**config.mk**
```make
export PLATFORM = sky130hd
export DESIGN_NAME = gecko_timer_controller
export DESIGN_NICKNAME = d
export VERILOG_FILES = /design/src/rtl/gecko_timer_controller.sv
export SDC_FILE = /design/constraint.sdc
export NUM_CORES = 1
export LEC_CHECK = 0
export BUFFER_PORTS_ARGS = -buffer_cell sky130_fd_sc_hd__buf_2
export CORE_MARGIN = 2
export CORE_UTILIZATION = 55
export DETAILED_ROUTE_END_ITERATION = 16
export PLACE_DENSITY = 0.85
export SLEW_MARGIN = 10
export SYNTH_ARGS = -nofsm -noshare
export SYNTH_HDL_FRONTEND = slang
export SYNTH_SLANG_ARGS = --single-unit
```
**constraint.sdc**
```tcl
create_clock -name clk -period 9.8 [get_ports clk]
set_clock_uncertainty 0.05 [all_clocks]
set_input_delay 2.94 -clock clk [delete_from_list [all_inputs] [get_ports clk]]
set_output_delay 2.94 -clock clk [all_outputs]
set_load 0.03 [all_outputs]
```
**src/rtl/gecko_timer_controller.sv**
```systemverilog
// Gecko timer controller: a bank of down-counting timers behind a small CSR
// window, plus a one-at-a-time interrupt requester. It serves the lowest
// expired timer and captures the resume PC into that timer's return register.
module gecko_timer_controller #(
    parameter int unsigned NUM_TIMERS   = 2,
    parameter logic [31:0] VECTOR_TABLE = 32'h0000_0000
) (
    input  logic        clk,
    input  logic        rst,
    input  logic        csr_write,
    input  logic [11:0] csr_addr,
    input  logic [31:0] csr_wdata,
    output logic [31:0] csr_rdata,
    output logic        csr_hit,
    output logic        irq_valid,
    input  logic        irq_ready,
    output logic [31:0] irq_vector,
    output logic [3:0]  irq_timer,
    input  logic [31:0] resume_pc
);

    localparam logic [11:0] BASE_ADDR  = 12'hCA0;
    localparam int unsigned IDX_W      = 4;
    localparam int unsigned WIN_BYTES  = 4 * NUM_TIMERS;
    localparam int unsigned VEC_OFFSET = 16;

    typedef enum logic {
        IDLE,
        REQUEST
    } state_e;

    state_e                  state_q, state_d;
    logic [IDX_W-1:0]        sel_q, sel_d;
    logic                    irq_valid_q, irq_valid_d;
    logic [31:0]             irq_vector_q, irq_vector_d;
    logic [IDX_W-1:0]        irq_timer_q, irq_timer_d;

    logic [NUM_TIMERS-1:0]   en_q, en_d;
    logic [NUM_TIMERS-1:0]   st_q, st_d;
    logic [31:0]             dur_q [NUM_TIMERS];
    logic [31:0]             dur_d [NUM_TIMERS];
    logic [31:0]             cnt_q [NUM_TIMERS];
    logic [31:0]             cnt_d [NUM_TIMERS];
    logic [31:0]             ret_q [NUM_TIMERS];
    logic [31:0]             ret_d [NUM_TIMERS];

    logic [NUM_TIMERS-1:0]   expired;
    logic [IDX_W-1:0]        lowest_expired;
    logic                    any_expired;
    logic                    handshake;
    logic [11:0]             offs;
    logic [IDX_W-1:0]        idx;
    logic [1:0]              off;

    assign irq_valid  = irq_valid_q;
    assign irq_vector = irq_vector_q;
    assign irq_timer  = irq_timer_q;
    assign handshake  = (state_q == REQUEST) && irq_ready;

    // Address decode: timer index and register offset inside the CSR window
    always_comb begin
        offs    = csr_addr - BASE_ADDR;
        idx     = IDX_W'(offs >> 2);
        off     = offs[1:0];
        csr_hit = (csr_addr >= BASE_ADDR) && (32'(offs) < 32'(WIN_BYTES));
    end

    // Combinational read mux; duration offset exposes the live count
    always_comb begin
        csr_rdata = '0;
        for (int i = 0; i < int'(NUM_TIMERS); i++) begin
            if (csr_hit && idx == IDX_W'(i)) begin
                case (off)
                    2'd0:    csr_rdata = {31'b0, en_q[i]};
                    2'd1:    csr_rdata = {31'b0, st_q[i]};
                    2'd2:    csr_rdata = cnt_q[i];
                    default: csr_rdata = ret_q[i];
                endcase
            end
        end
    end

    // Expiry flags and lowest-index priority pick
    always_comb begin
        expired        = '0;
        lowest_expired = '0;
        for (int i = 0; i < int'(NUM_TIMERS); i++) begin
            expired[i] = en_q[i] && (cnt_q[i] == '0);
        end
        any_expired = |expired;
        for (int i = int'(NUM_TIMERS) - 1; i >= 0; i--) begin
            if (expired[i]) begin
                lowest_expired = IDX_W'(i);
            end
        end
    end

    // Per-timer next state: count down, sticky status, CSR writes, then handshake
    always_comb begin
        en_d  = en_q;
        st_d  = st_q;
        dur_d = dur_q;
        cnt_d = cnt_q;
        ret_d = ret_q;
        for (int i = 0; i < int'(NUM_TIMERS); i++) begin
            if (en_q[i] && cnt_q[i] != '0) begin
                cnt_d[i] = cnt_q[i] - 32'd1;
            end
            if (expired[i]) begin
                st_d[i] = 1'b1;
            end
            if (csr_write && csr_hit && idx == IDX_W'(i)) begin
                case (off)
                    2'd0: begin
                        if (csr_wdata[0] && !en_q[i]) begin
                            en_d[i]  = 1'b1;
                            cnt_d[i] = dur_q[i];
                            st_d[i]  = 1'b0;
                        end else if (!csr_wdata[0]) begin
                            en_d[i]  = 1'b0;
                            cnt_d[i] = cnt_q[i];
                        end
                    end
                    2'd1: begin
                        // Watchdog kick: reload wins over a same-cycle expiry
                        if (en_q[i]) begin
                            cnt_d[i] = dur_q[i];
                            st_d[i]  = 1'b0;
                        end
                    end
                    2'd2:    dur_d[i] = csr_wdata;
                    default: ;
                endcase
            end
            if (handshake && sel_q == IDX_W'(i)) begin
                en_d[i]  = 1'b0;
                ret_d[i] = resume_pc;
            end
        end
    end

    // Request FSM next state; outputs derived from the next state so they register cleanly
    always_comb begin
        state_d      = state_q;
        sel_d        = sel_q;
        irq_valid_d  = 1'b0;
        irq_vector_d = '0;
        irq_timer_d  = '0;
        case (state_q)
            IDLE: begin
                if (any_expired) begin
                    state_d = REQUEST;
                    sel_d   = lowest_expired;
                end
            end
            REQUEST: begin
                if (irq_ready) begin
                    state_d = IDLE;
                end
            end
            default: state_d = IDLE;
        endcase
        if (state_d == REQUEST) begin
            irq_valid_d  = 1'b1;
            irq_timer_d  = sel_d;
            irq_vector_d = VECTOR_TABLE + ((32'(sel_d) + 32'(VEC_OFFSET)) << 2);
        end
    end

    // State registers with synchronous reset
    always_ff @(posedge clk) begin
        if (rst) begin
            state_q      <= IDLE;
            sel_q        <= '0;
            irq_valid_q  <= 1'b0;
            irq_vector_q <= '0;
            irq_timer_q  <= '0;
            en_q         <= '0;
            st_q         <= '0;
            for (int i = 0; i < int'(NUM_TIMERS); i++) begin
                dur_q[i] <= '0;
                cnt_q[i] <= '0;
                ret_q[i] <= '0;
            end
        end else begin
            state_q      <= state_d;
            sel_q        <= sel_d;
            irq_valid_q  <= irq_valid_d;
            irq_vector_q <= irq_vector_d;
            irq_timer_q  <= irq_timer_d;
            en_q         <= en_d;
            st_q         <= st_d;
            dur_q        <= dur_d;
            cnt_q        <= cnt_d;
            ret_q        <= ret_d;
        end
    end

endmodule

```
==> summary.txt, run 1 <==
Timing
  • Max-slew violation count: 0
  • Final setup viols: 0
  • RSZ-0062 raised after global routing: no
  • Peak Freq: 119 MHz
  • Final worst-path cycle share: 0.854
  • Least-Margin Pin Slew: 1.29 ns
  • Final TNS setup: 0 ns
  • Final period demand of the worst path: 8.37 ns
  • Slew headroom: 0.135
  • Hold Vio Cnt, Final: 0

GRT
  • All-Layer GR Usage: 0.358
  • GRT overflow: 0
  • Largest net degree at the start of global routing: 96
  • Vias in the first global route: 11,300
  • First-pass GRT wire length: 62,500 um
  • Initial antenna violation count: 2

Clock tree
  • H-tree Lvls: 1
  • Reg clk slew, reported paths: 0.06 ns
  • CTS tree: built
  • Clk sinks: 206
  • Post-CTS Setup Bufs: 0
  • Clock Path Buffers: 3
  • Clk root buf: clkbuf_16
  • CTS Buf Count: 23
  • CTS resizes: 0
  • Clk_lat worst skew: 0.53 ns
  • CTS Hold Bufs: 0

Synth
  • Synth top area share: 0.357
  • Avg Inst Size Synth: 7.46 um2
  • Register area share after synthesis: 0.357
  • Synth cell types: 81
  • Synth top area cells: dfxtp_1 36%, nand2_1 11%, a21oi_1 8.1%
  • Mapped Area: 11,600 um2
  • Ys flop type: dfxtp_1
  • Post-Syn Instances: 1,550
  • Ys Warns: 0
  • Post-synth EDFFs: 0
  • Dominant cell type by area after synthesis: dfxtp_1
  • FFs w/ async S/R, synth: 0
  • FF+latch count, synth: 206

Min path
  • Hold_sp: dur_q[33]$_SDFFE_PP0P_
  • Worst hold path type: flip-flop to flip-flop
  • WHS Endpoint: dur_q[33]$_SDFFE_PP0P_
  • Hold path depth: 2

Detailed routing
  • Drt initial violations: 1,731
  • Wl on met1: 15,300 um
  • Wire length on met3: 5970 um
  • Drt pass-1 iters: 6
  • Routed wire length: 40,900 um
  • Antenna Nets Post-Route: 0
  • Post-DR vias/cell: 6.72
  • WL met2: 17,200 um
  • DRC: 0
  • Wire per inst: 21.9 um
  • Vias: 12,600
  • Top routing layer in use: met5

Final layout
  • Filler cell count: 1,818
  • Reg area: 4120 um2
  • Final Non-Filler Cells: 1,871
  • Final Instance Area: 12,800 um2
  • Final nets: 1,664
  • Layout cells sized above 1: 0.132
  • Area Growth Syn to Fin: 10.8%
  • Area of the multi-input gates: 6750 um2

Power and ir drop
  • LEAKAGE: 4.65 nW
  • Total power: 1.82 mW
  • Clock power share: 0.480
  • Switch share: 0.240
  • Gate power share: 0.060
  • PD cells: 142 nW/um2
  • Sequential power share: 0.460
  • Worst ir drop on vdd: 0.115 mV
  • Psw: 436 uW
  • Pint: 1.38 mW

Setup path
  • Crit path arrival time: 5.38 ns
  • Crit Path Class: input pin to output port
  • CP Data Required Time: 6.81 ns
  • Crit-path cells: buf_2 > inv_1 > ha_1 > and3b_1 > o211ai_1 > inv_1 > nand3_1 > buf_4 > o22ai_1 > buf_2
  • CP endpoint kind: output port
  • Worst setup SP type: input pin
  • CP max stage delay: 0.60 ns
  • Reg2Reg Depth: 7
  • Reg-to-reg slack, setup: 6.47 ns
  • Crit-path slowest cell: o211ai_1
  • Reg-to-reg critical path startpoint: cnt_q[8]$_SDFFE_PP0P_
  • Worst-path fanout max: 31
  • Reg-to-reg endpoint: cnt_q[21]$_SDFFE_PP0P_

Placed design
  • Post-DP HPWL: 28,100 um
  • Final GP Congestion: 0.991
  • Dpl cells: 1,829
  • Port bufs: 122
  • Placed cell area: 12,100 um2

Run status
  • Outcome: complete, no violations

Floorplanning
  • Die X: 149 um
  • I/O pins: 150
  • Site row count: 53
  • Die Area: 22,200 um2
  • CORE AREA: 20,800 um2
  • Die height: 149 um
  • Starting density of the core: 0.555

Run
  • Maxcap violations: 0
## registers in the layout, summed over array words and instances (netlist names)
name,cells
state_q,1
dur_q,64
st_q,2
irq_timer,3
sel_q,4
ret_q,64
en_q,2
irq_vector,2
cnt_q,64
## cells by family after synthesis
group | Yosys count | synth area share
fa+ha+maj | 5 | 0.00541
compound gates | 453 | 0.246
mux | 73 | 0.0645
simple gates | 623 | 0.251
buf+inv | 182 | 0.0711
other cells | 1 | 0.000324
xor+xnor | 7 | 0.00530
flops | 206 | 0.357
## power groups by stage
| stage | combinational (mW) | clock [mW] | sequential [mW] |
|---|---|---|---|
| after global placement | 0.103 | 0 | 0.857 |
| final | 0.109 | 0.874 | 0.838 |
| after floorplan | 0.0724 | 0 | 0.857 |
| after detailed placement | 0.104 | 0 | 0.857 |
| after global routing | 0.112 | 0.913 | 0.838 |
| after CTS | 0.104 | 0.877 | 0.838 |
## final cells by class
| cell class | instances | share of cell area |
|---|---|---|
| Multi-Input combinational cell | 1188 | 0.527 |
| Clock inverter | 5 | 0.00420 |
| Sequential cell | 206 | 0.322 |
| Inverter | 18 | 0.00527 |
| Antenna cell | 1 | 0.000195 |
| Timing Repair Buffer | 142 | 0.0600 |
| Tap cell | 275 | 0.0268 |
| Clock buffer | 36 | 0.0550 |
## how the worst max path moves through the flow
stage,endpoint,startpoint,slack (ns)
2_1_floorplan,csr_rdata[10],csr_addr[0],1.86
3_3_place_gp,csr_rdata[11],csr_addr[5],1.68
3_5_place_dp,csr_rdata[17],csr_addr[5],1.55
4_1_cts,csr_rdata[17],csr_addr[5],1.53
5_1_grt,csr_rdata[17],csr_addr[5],1.34
6_report,csr_rdata[17],csr_addr[5],1.43
## placed cells by master, fill, tap and decap left out, drive strengths merged, types with 8 or more instances in the layout
| cell | instances |
|---|---|
| o31ai | 9 |
| a22oi | 26 |
| conb | 27 |
| nand2b | 8 |
| nor3 | 56 |
| inv | 19 |
| a221oi | 13 |
| clkbuf | 36 |
| and3 | 8 |
| nand2 | 329 |
| nor2b | 9 |
| nand4 | 13 |
| a211oi | 14 |
| nand3 | 34 |
| a21o | 8 |
| a32oi | 8 |
| nor4 | 30 |
| a21oi | 187 |
| buf | 142 |
| nor2 | 77 |
| a221o | 8 |
| or4 | 8 |
| and2 | 13 |
| mux2i | 70 |
| dfxtp | 206 |
| or3 | 14 |
| o22ai | 50 |
| o21ai | 59 |
| a31oi | 12 |
## cell usage after synthesis, types with 9 or more instances
| cell | n |
|---|---|
| a21oi_1 | 187 |
| buf_4 | 32 |
| nand4_1 | 13 |
| nor2b_1 | 9 |
| inv_1 | 18 |
| o31ai_1 | 9 |
| a22oi_1 | 26 |
| mux2i_1 | 70 |
| clkbuf_1 | 112 |
| buf_2 | 9 |
| a221oi_1 | 13 |
| a211oi_1 | 14 |
| and2_1 | 12 |
| o22ai_1 | 50 |
| o21ai_0 | 58 |
| buf_1 | 10 |
| or3_1 | 12 |
| nor3_1 | 51 |
| nor2_1 | 77 |
| a31oi_1 | 12 |
| nand3_1 | 33 |
| nand2_1 | 328 |
| dfxtp_1 | 206 |
| nor4_1 | 27 |
## layer usage
layer / vias up / GRT usage
met2: 998 / 0.545
li1: 5605 / -
met3: 169 / 0.0740
met5: - / 0
met4: 2 / 0.185
met1: 5797 / 0.480
## metrics by stage
stage / setup slack [ns] / util / hold WS (ns)
floorplan: 1.86 / - / 0.378
global placement: 1.68 / 0.579 / 0.389
detailed placement: 1.55 / 0.579 / 0.396
CTS: 1.53 / 0.615 / 0.403
global route: 1.34 / 0.615 / 0.417
finish: 1.43 / 0.616 / 0.402
## worst max-delay path: cells and delay by family
kind	cells	cell delay (ns)
buffers and inverters	5	1.09
AO/OA/AOI/OAI	2	0.77
AND/OR/NAND/NOR	2	0.35
adder cells (fa/ha/maj)	1	0.20
Power figures use the tool's default switching activity.
==> inputs of run 2 (changes only) <==
--- a/config.mk
+++ b/config.mk
@@ -6,10 +6,11 @@
 export NUM_CORES = 1
 export LEC_CHECK = 0
 export BUFFER_PORTS_ARGS = -buffer_cell sky130_fd_sc_hd__buf_2
+export CAP_MARGIN = 20
 export CORE_MARGIN = 2
-export CORE_UTILIZATION = 55
+export CORE_UTILIZATION = 53
 export DETAILED_ROUTE_END_ITERATION = 16
-export PLACE_DENSITY = 0.85
+export PLACE_DENSITY = 0.86
 export SLEW_MARGIN = 10
 export SYNTH_ARGS = -nofsm -noshare
 export SYNTH_HDL_FRONTEND = slang
==> constraint.sdc (replaced) <==
create_clock -name clk -period 7.51 [get_ports clk]
set_clock_uncertainty 0.05 [all_clocks]
set_input_delay 2.253 -clock clk [delete_from_list [all_inputs] [get_ports clk]]
set_output_delay 2.253 -clock clk [all_outputs]
set_load 0.03 [all_outputs]
==> summary.txt, run 2 (synthesis gave the netlist of run 1 again) <==
Run status
  • Outcome: complete, no violations

Clock tree
  • Clk_lat worst skew: 0.52 ns (about the same)
  • H-tree Lvls: 1 (unchanged)
  • CTS Buf Count: 22 (-4.3%)
  • Clk root buf: clkbuf_16
  • CTS Hold Bufs: 0 (unchanged)
  • Clock Path Buffers: 3 (unchanged)
  • CTS resizes: 0 (unchanged)
  • Post-CTS Setup Bufs: 0 (unchanged)
  • CTS tree: built
  • Reg clk slew, reported paths: 0.05 ns (about the same)
  • Clk sinks: 206 (unchanged)

Detailed routing
  • Wire per inst: 21.5 um (-1.5%)
  • Post-DR vias/cell: 6.72 (about the same)
  • Drt initial violations: 2,044 (+18%)
  • Vias: 12,600 (+0.49%)
  • Drt pass-1 iters: 7 (+1)
  • Routed wire length: 40,500 um (-1.0%)
  • DRC: 0 (unchanged)
  • Antenna Nets Post-Route: 0 (unchanged)

Min path
  • Worst hold path type: flip-flop to flip-flop
  • WHS Endpoint: dur_q[54]$_SDFFE_PP0P_
  • Hold path depth: 2 (unchanged)
  • Hold_sp: dur_q[54]$_SDFFE_PP0P_

Setup path
  • Worst setup SP type: input pin
  • Reg-to-reg slack, setup: 4.04 ns (-2.43 ns)
  • CP endpoint kind: output port
  • Reg-to-reg endpoint: cnt_q[38]$_SDFFE_PP0P_
  • CP Data Required Time: 5.21 ns (-1.60 ns)
  • Worst-path fanout max: 31 (unchanged)
  • Crit path arrival time: 4.76 ns (-0.62 ns)
  • Reg-to-reg critical path startpoint: cnt_q[54]$_SDFFE_PP0P_
  • Crit Path Class: input pin to output port
  • Reg2Reg Depth: 7 (unchanged)

Timing
  • Hold Vio Cnt, Final: 0 (unchanged)
  • Least-Margin Pin Slew: 1.24 ns (-0.0544 ns)
  • Slew headroom: 0.172 (+0.0364)
  • Peak Freq: 142 MHz
  • Final TNS setup: 0 ns (unchanged)
  • Final setup viols: 0 (unchanged)
  • Final period demand of the worst path: 7.06 ns
  • Final worst-path cycle share: 0.940
  • RSZ-0062 raised after global routing: no
  • Max-slew violation count: 0 (unchanged)

Floorplanning
  • Die height: 152 um (+1.8%)
  • Die Area: 23,000 um2 (+3.7%)
  • CORE AREA: 21,600 um2 (+3.8%)
  • Site row count: 54 (+1.9%)
  • Die X: 152 um (+1.8%)
  • Starting density of the core: 0.535 (-0.0205)
  • I/O pins: 150 (unchanged)

Final layout
  • Final Non-Filler Cells: 1,879 (+0.43%)
  • Most common cell after layout, fill and taps aside: nand2_1
  • Area Growth Syn to Fin: 10.9% (about the same)
  • Biggest registers after layout: cnt_q x64, dur_q x64, ret_q x64
  • Most frequent cells in the layout: 328 x nand2_1, 206 x dfxtp_1, 186 x a21oi_1
  • Final nets: 1,666 (+0.12%)
  • Layout cells sized above 1: 0.130 (-0.00134)

GRT
  • Initial antenna violation count: 3 (+1)
  • GRT overflow: 0 (unchanged)
  • First-pass GRT wire length: 61,300 um (-1.9%)
  • Vias in the first global route: 11,100 (-1.6%)
  • All-Layer GR Usage: 0.342 (-0.0162)
  • Largest net degree at the start of global routing: 101 (+5.2%)

Power and ir drop
  • PD cells: 182 nW/um2 (+28%)
  • LEAKAGE: 4.65 nW (about the same)
  • Worst ir drop on vdd: 0.162 mV (+42%)

Run
  • Maxcap violations: 0 (unchanged)

Placed design
  • Post-DP HPWL: 27,800 um (-0.93%)
  • Final GP Congestion: 1.01 (+1.9%)
  • Port bufs: 122 (unchanged)
  • Dpl cells: 1,835 (+0.33%)
==> run 2: metal layers <==
metal	wire length [um]	vias to the layer above	GRT usage
met4	3030	0	0.225
met5	0	-	0
met1	15200	5775	0.457
li1	-	5612	-
met3	6010	189	0.0904
met2	16200	1056	0.482
==> run 2: per-stage QoR <==
step	cell area [um2]	hold WS, ns	setup WS [ns]	total power [mW]	util
2_1_floorplan	11700	0.378	0.941	1.21	-
3_3_place_gp	12100	0.388	0.659	1.25	0.557
3_5_place_dp	12100	0.394	0.563	1.25	0.558
4_1_cts	12800	0.401	0.518	2.33	0.592
5_1_grt	12800	0.415	0.311	2.39	0.593
6_report	12800	0.398	0.451	2.33	0.593
==> run 2: cell type report <==
| class | count | area, um2 |
|---|---|---|
| Inverter | 18 | 67.6 |
| Clock buffer | 34 | 667 |
| Timing Repair Buffer | 145 | 811 |
| Fill cell | 1961 | 8800 |
| Multi-Input combinational cell | 1188 | 6750 |
| Sequential cell | 206 | 4120 |
| Clock inverter | 5 | 50.0 |
| Tap cell | 280 | 350 |
| Antenna cell | 3 | 7.51 |
==> run 2: how the worst max path moves through the flow <==
stage | startpoint | endpoint
after floorplan | csr_addr[0] | csr_rdata[10]
after global placement | csr_addr[5] | csr_rdata[18]
after detailed placement | csr_addr[5] | csr_rdata[18]
after CTS | csr_addr[5] | csr_rdata[18]
after global routing | csr_addr[5] | csr_rdata[13]
final | csr_addr[5] | csr_rdata[18]
==> run 2: critical path: stages <==
cell and delay [ns]:
buf_2 0.09, inv_1 0.04, ha_1 0.20, and3b_1 0.18, o211ai_1 0.66, inv_1 0.37
nand3_1 0.17, buf_4 0.39, o22ai_1 0.16, buf_2 0.21
==> run 2: power by group <==
group	internal (mW)	leakage (nW)	switching (mW)
registers	1.09	1.66	0.00113
logic	0.0385	2.63	0.103
clock network	0.643	0.356	0.452
total	1.77	4.65	0.556
==> inputs of run 3 (changes only) <==
==> constraint.sdc (replaced) <==
create_clock -name clk -period 7.51 [get_ports clk]
set_clock_uncertainty 0.05 [all_clocks]
set_input_delay 0.3755 -clock clk [delete_from_list [all_inputs] [get_ports clk]]
set_output_delay 0.3755 -clock clk [all_outputs]
set_load 0.03 [all_outputs]
==> summary.txt, run 3 (synthesis gave the netlist of run 1 again) <==
Clock tree
  • CTS Buf Count: 23 (+4.5%)
  • CTS resizes: 0 (unchanged)
  • Post-CTS Setup Bufs: 0 (unchanged)
  • H-tree Lvls: 1 (unchanged)
  • Clk_lat worst skew: 0.53 ns (about the same)
  • CTS tree: built
  • Clk root buf: clkbuf_16
  • Clock Path Buffers: 3 (unchanged)
  • CTS Hold Bufs: 0 (unchanged)
  • Clk sinks: 206 (unchanged)
  • Reg clk slew, reported paths: 0.06 ns (about the same)

Setup path
  • CP endpoint kind: output port
  • Reg-to-reg slack, setup: 4.00 ns (-0.04 ns)
  • Worst setup SP type: input pin
  • Crit path arrival time: 3.24 ns (-1.52 ns)
  • Worst-path fanout max: 20 (-35%)
  • Crit-path cells: buf_2 > inv_1 > ha_1 > and3b_1 > o211ai_1 > inv_1 > nand3_1 > buf_4 > o22ai_1 > buf_2
  • CP max stage delay: 0.61 ns (-0.05 ns)
  • CP Data Required Time: 7.08 ns (+1.87 ns)
  • Crit-path slowest cell: o211ai_1
  • Crit Path Class: input pin to output port

Detailed routing
  • Vias: 12,500 (-0.93%)
  • Routed wire length: 41,000 um (+1.2%)
  • Wire per inst: 21.8 um (+1.2%)
  • Drt pass-1 iters: 8 (+1)
  • Drt initial violations: 1,860 (-9.0%)
  • Post-DR vias/cell: 6.66 (-0.93%)
  • DRC: 0 (unchanged)
  • Antenna Nets Post-Route: 0 (unchanged)

Final layout
  • Final Non-Filler Cells: 1,879 (unchanged)
  • Area Growth Syn to Fin: 11.3%
  • Layout cells sized above 1: 0.132 (+0.00171)
  • Most common cell after layout, fill and taps aside: nand2_1
  • Final nets: 1,666 (unchanged)
  • Most frequent cells in the layout: 328 x nand2_1, 206 x dfxtp_1, 186 x a21oi_1
  • Biggest registers after layout: cnt_q x64, dur_q x64, ret_q x64

Floorplanning
  • Die X: 152 um (unchanged)
  • Die Area: 23,000 um2 (unchanged)
  • Starting density of the core: 0.535 (unchanged)
  • CORE AREA: 21,600 um2 (unchanged)
  • Site row count: 54 (unchanged)
  • Die height: 152 um (unchanged)
  • I/O pins: 150 (unchanged)

GRT
  • GRT overflow: 0 (unchanged)
  • Initial antenna violation count: 2 (-1)
  • Vias in the first global route: 11,500 (+3.0%)
  • All-Layer GR Usage: 0.351 (+0.00933)
  • Largest net degree at the start of global routing: 98 (-3.0%)
  • First-pass GRT wire length: 63,300 um (+3.2%)

Timing
  • Least-Margin Pin Slew: 1.13 ns (-0.106 ns)
  • Max-slew violation count: 0 (unchanged)
  • Hold Vio Cnt, Final: 0 (unchanged)
  • Final period demand of the worst path: 3.67 ns (-3.39 ns)
  • Final WS setup: 3.84 ns (+3.39 ns)
  • Final TNS setup: 0 ns (unchanged)
  • RSZ-0062 raised after global routing: no
  • Final worst-path cycle share: 0.488 (-0.452)
  • Slew headroom: 0.244 (+0.0718)
  • Peak Freq: 273 MHz (+93%)
  • Final setup viols: 0 (unchanged)

Placed design
  • Final GP Congestion: 0.989 (-2.0%)
  • Port bufs: 122 (unchanged)
  • Pre-CTS WS: 3.58 ns (+3.02 ns)
  • Post-DP HPWL: 28,100 um (+0.73%)
  • Dpl cells: 1,835 (unchanged)

Power and ir drop
  • Psw: 588 uW (+5.9%)
  • Sequential power share: 0.447 (-0.023)
  • PD cells: 190 nW/um2 (+4.5%)
  • Switch share: 0.241 (+0.00211)
  • Total power: 2.45 mW (+4.9%)
  • LEAKAGE: 4.68 nW (+0.67%)
  • Gate power share: 0.058 (-0.003)
  • Pint: 1.86 mW (+4.7%)
  • Worst ir drop on vdd: 0.180 mV (+11%)
  • Clock power share: 0.495 (+0.025)

Run
  • Maxcap violations: 0 (unchanged)

Min path
  • Worst hold path type: input pin to flip-flop

Run status
  • Outcome: complete, no violations
## run 3: worst max-delay path: cells and delay by family
kind | cells | cell delay (ns)
compound gates | 2 | 0.76
buf+inv | 5 | 1.12
simple gates | 2 | 0.76
fa+ha+maj | 1 | 0.21
## run 3: through the flow
stage	cell area, um2	util	hold WS, ns
after floorplan	11700	-	0.378
after global placement	12100	0.558	0.390
after detailed placement	12100	0.558	0.395
after CTS	12900	0.595	0.0302
after global routing	12900	0.596	0.0441
final	12900	0.596	0.0425
## run 3: final timing paths
path | startpoint | end | depth (start not counted)
setup / recovery | csr_addr[5] | csr_rdata[15] | 10
hold / removal | resume_pc[15] | ret_q[47]$_SDFFE_PP0P_ | 3
setup reg to reg | cnt_q[35]$_SDFFE_PP0P_ | cnt_q[32]$_SDFFE_PP0P_ | 7
hold reg to reg | dur_q[51]$_SDFFE_PP0P_ | dur_q[51]$_SDFFE_PP0P_ | 2
## run 3: final cells by class
class,count,area (um2)
clock buffers,33,673
diodes,1,2.50
inverters,18,67.6
repair buffers,144,792
fillers,1935,8740
clock inverters,9,126
flip-flops and latches,206,4120
well taps,280,350
multi-input cells,1188,6740
## run 3: metal layers
metal,track usage,vias up,wire length [um]
met4,0.188,2,2260
met2,0.531,995,17300
li1,-,5603,-
met3,0.0683,184,5610
met5,0,-,14
met1,0.473,5730,15800
## run 3: power by group through the flow
stage,sequential [mW],combinational (mW),clock [mW]
after floorplan,1.12,0.0944,0
after global routing,1.09,0.147,1.25
after detailed placement,1.12,0.135,0
after CTS,1.09,0.135,1.21
final,1.09,0.141,1.21
after global placement,1.12,0.134,0
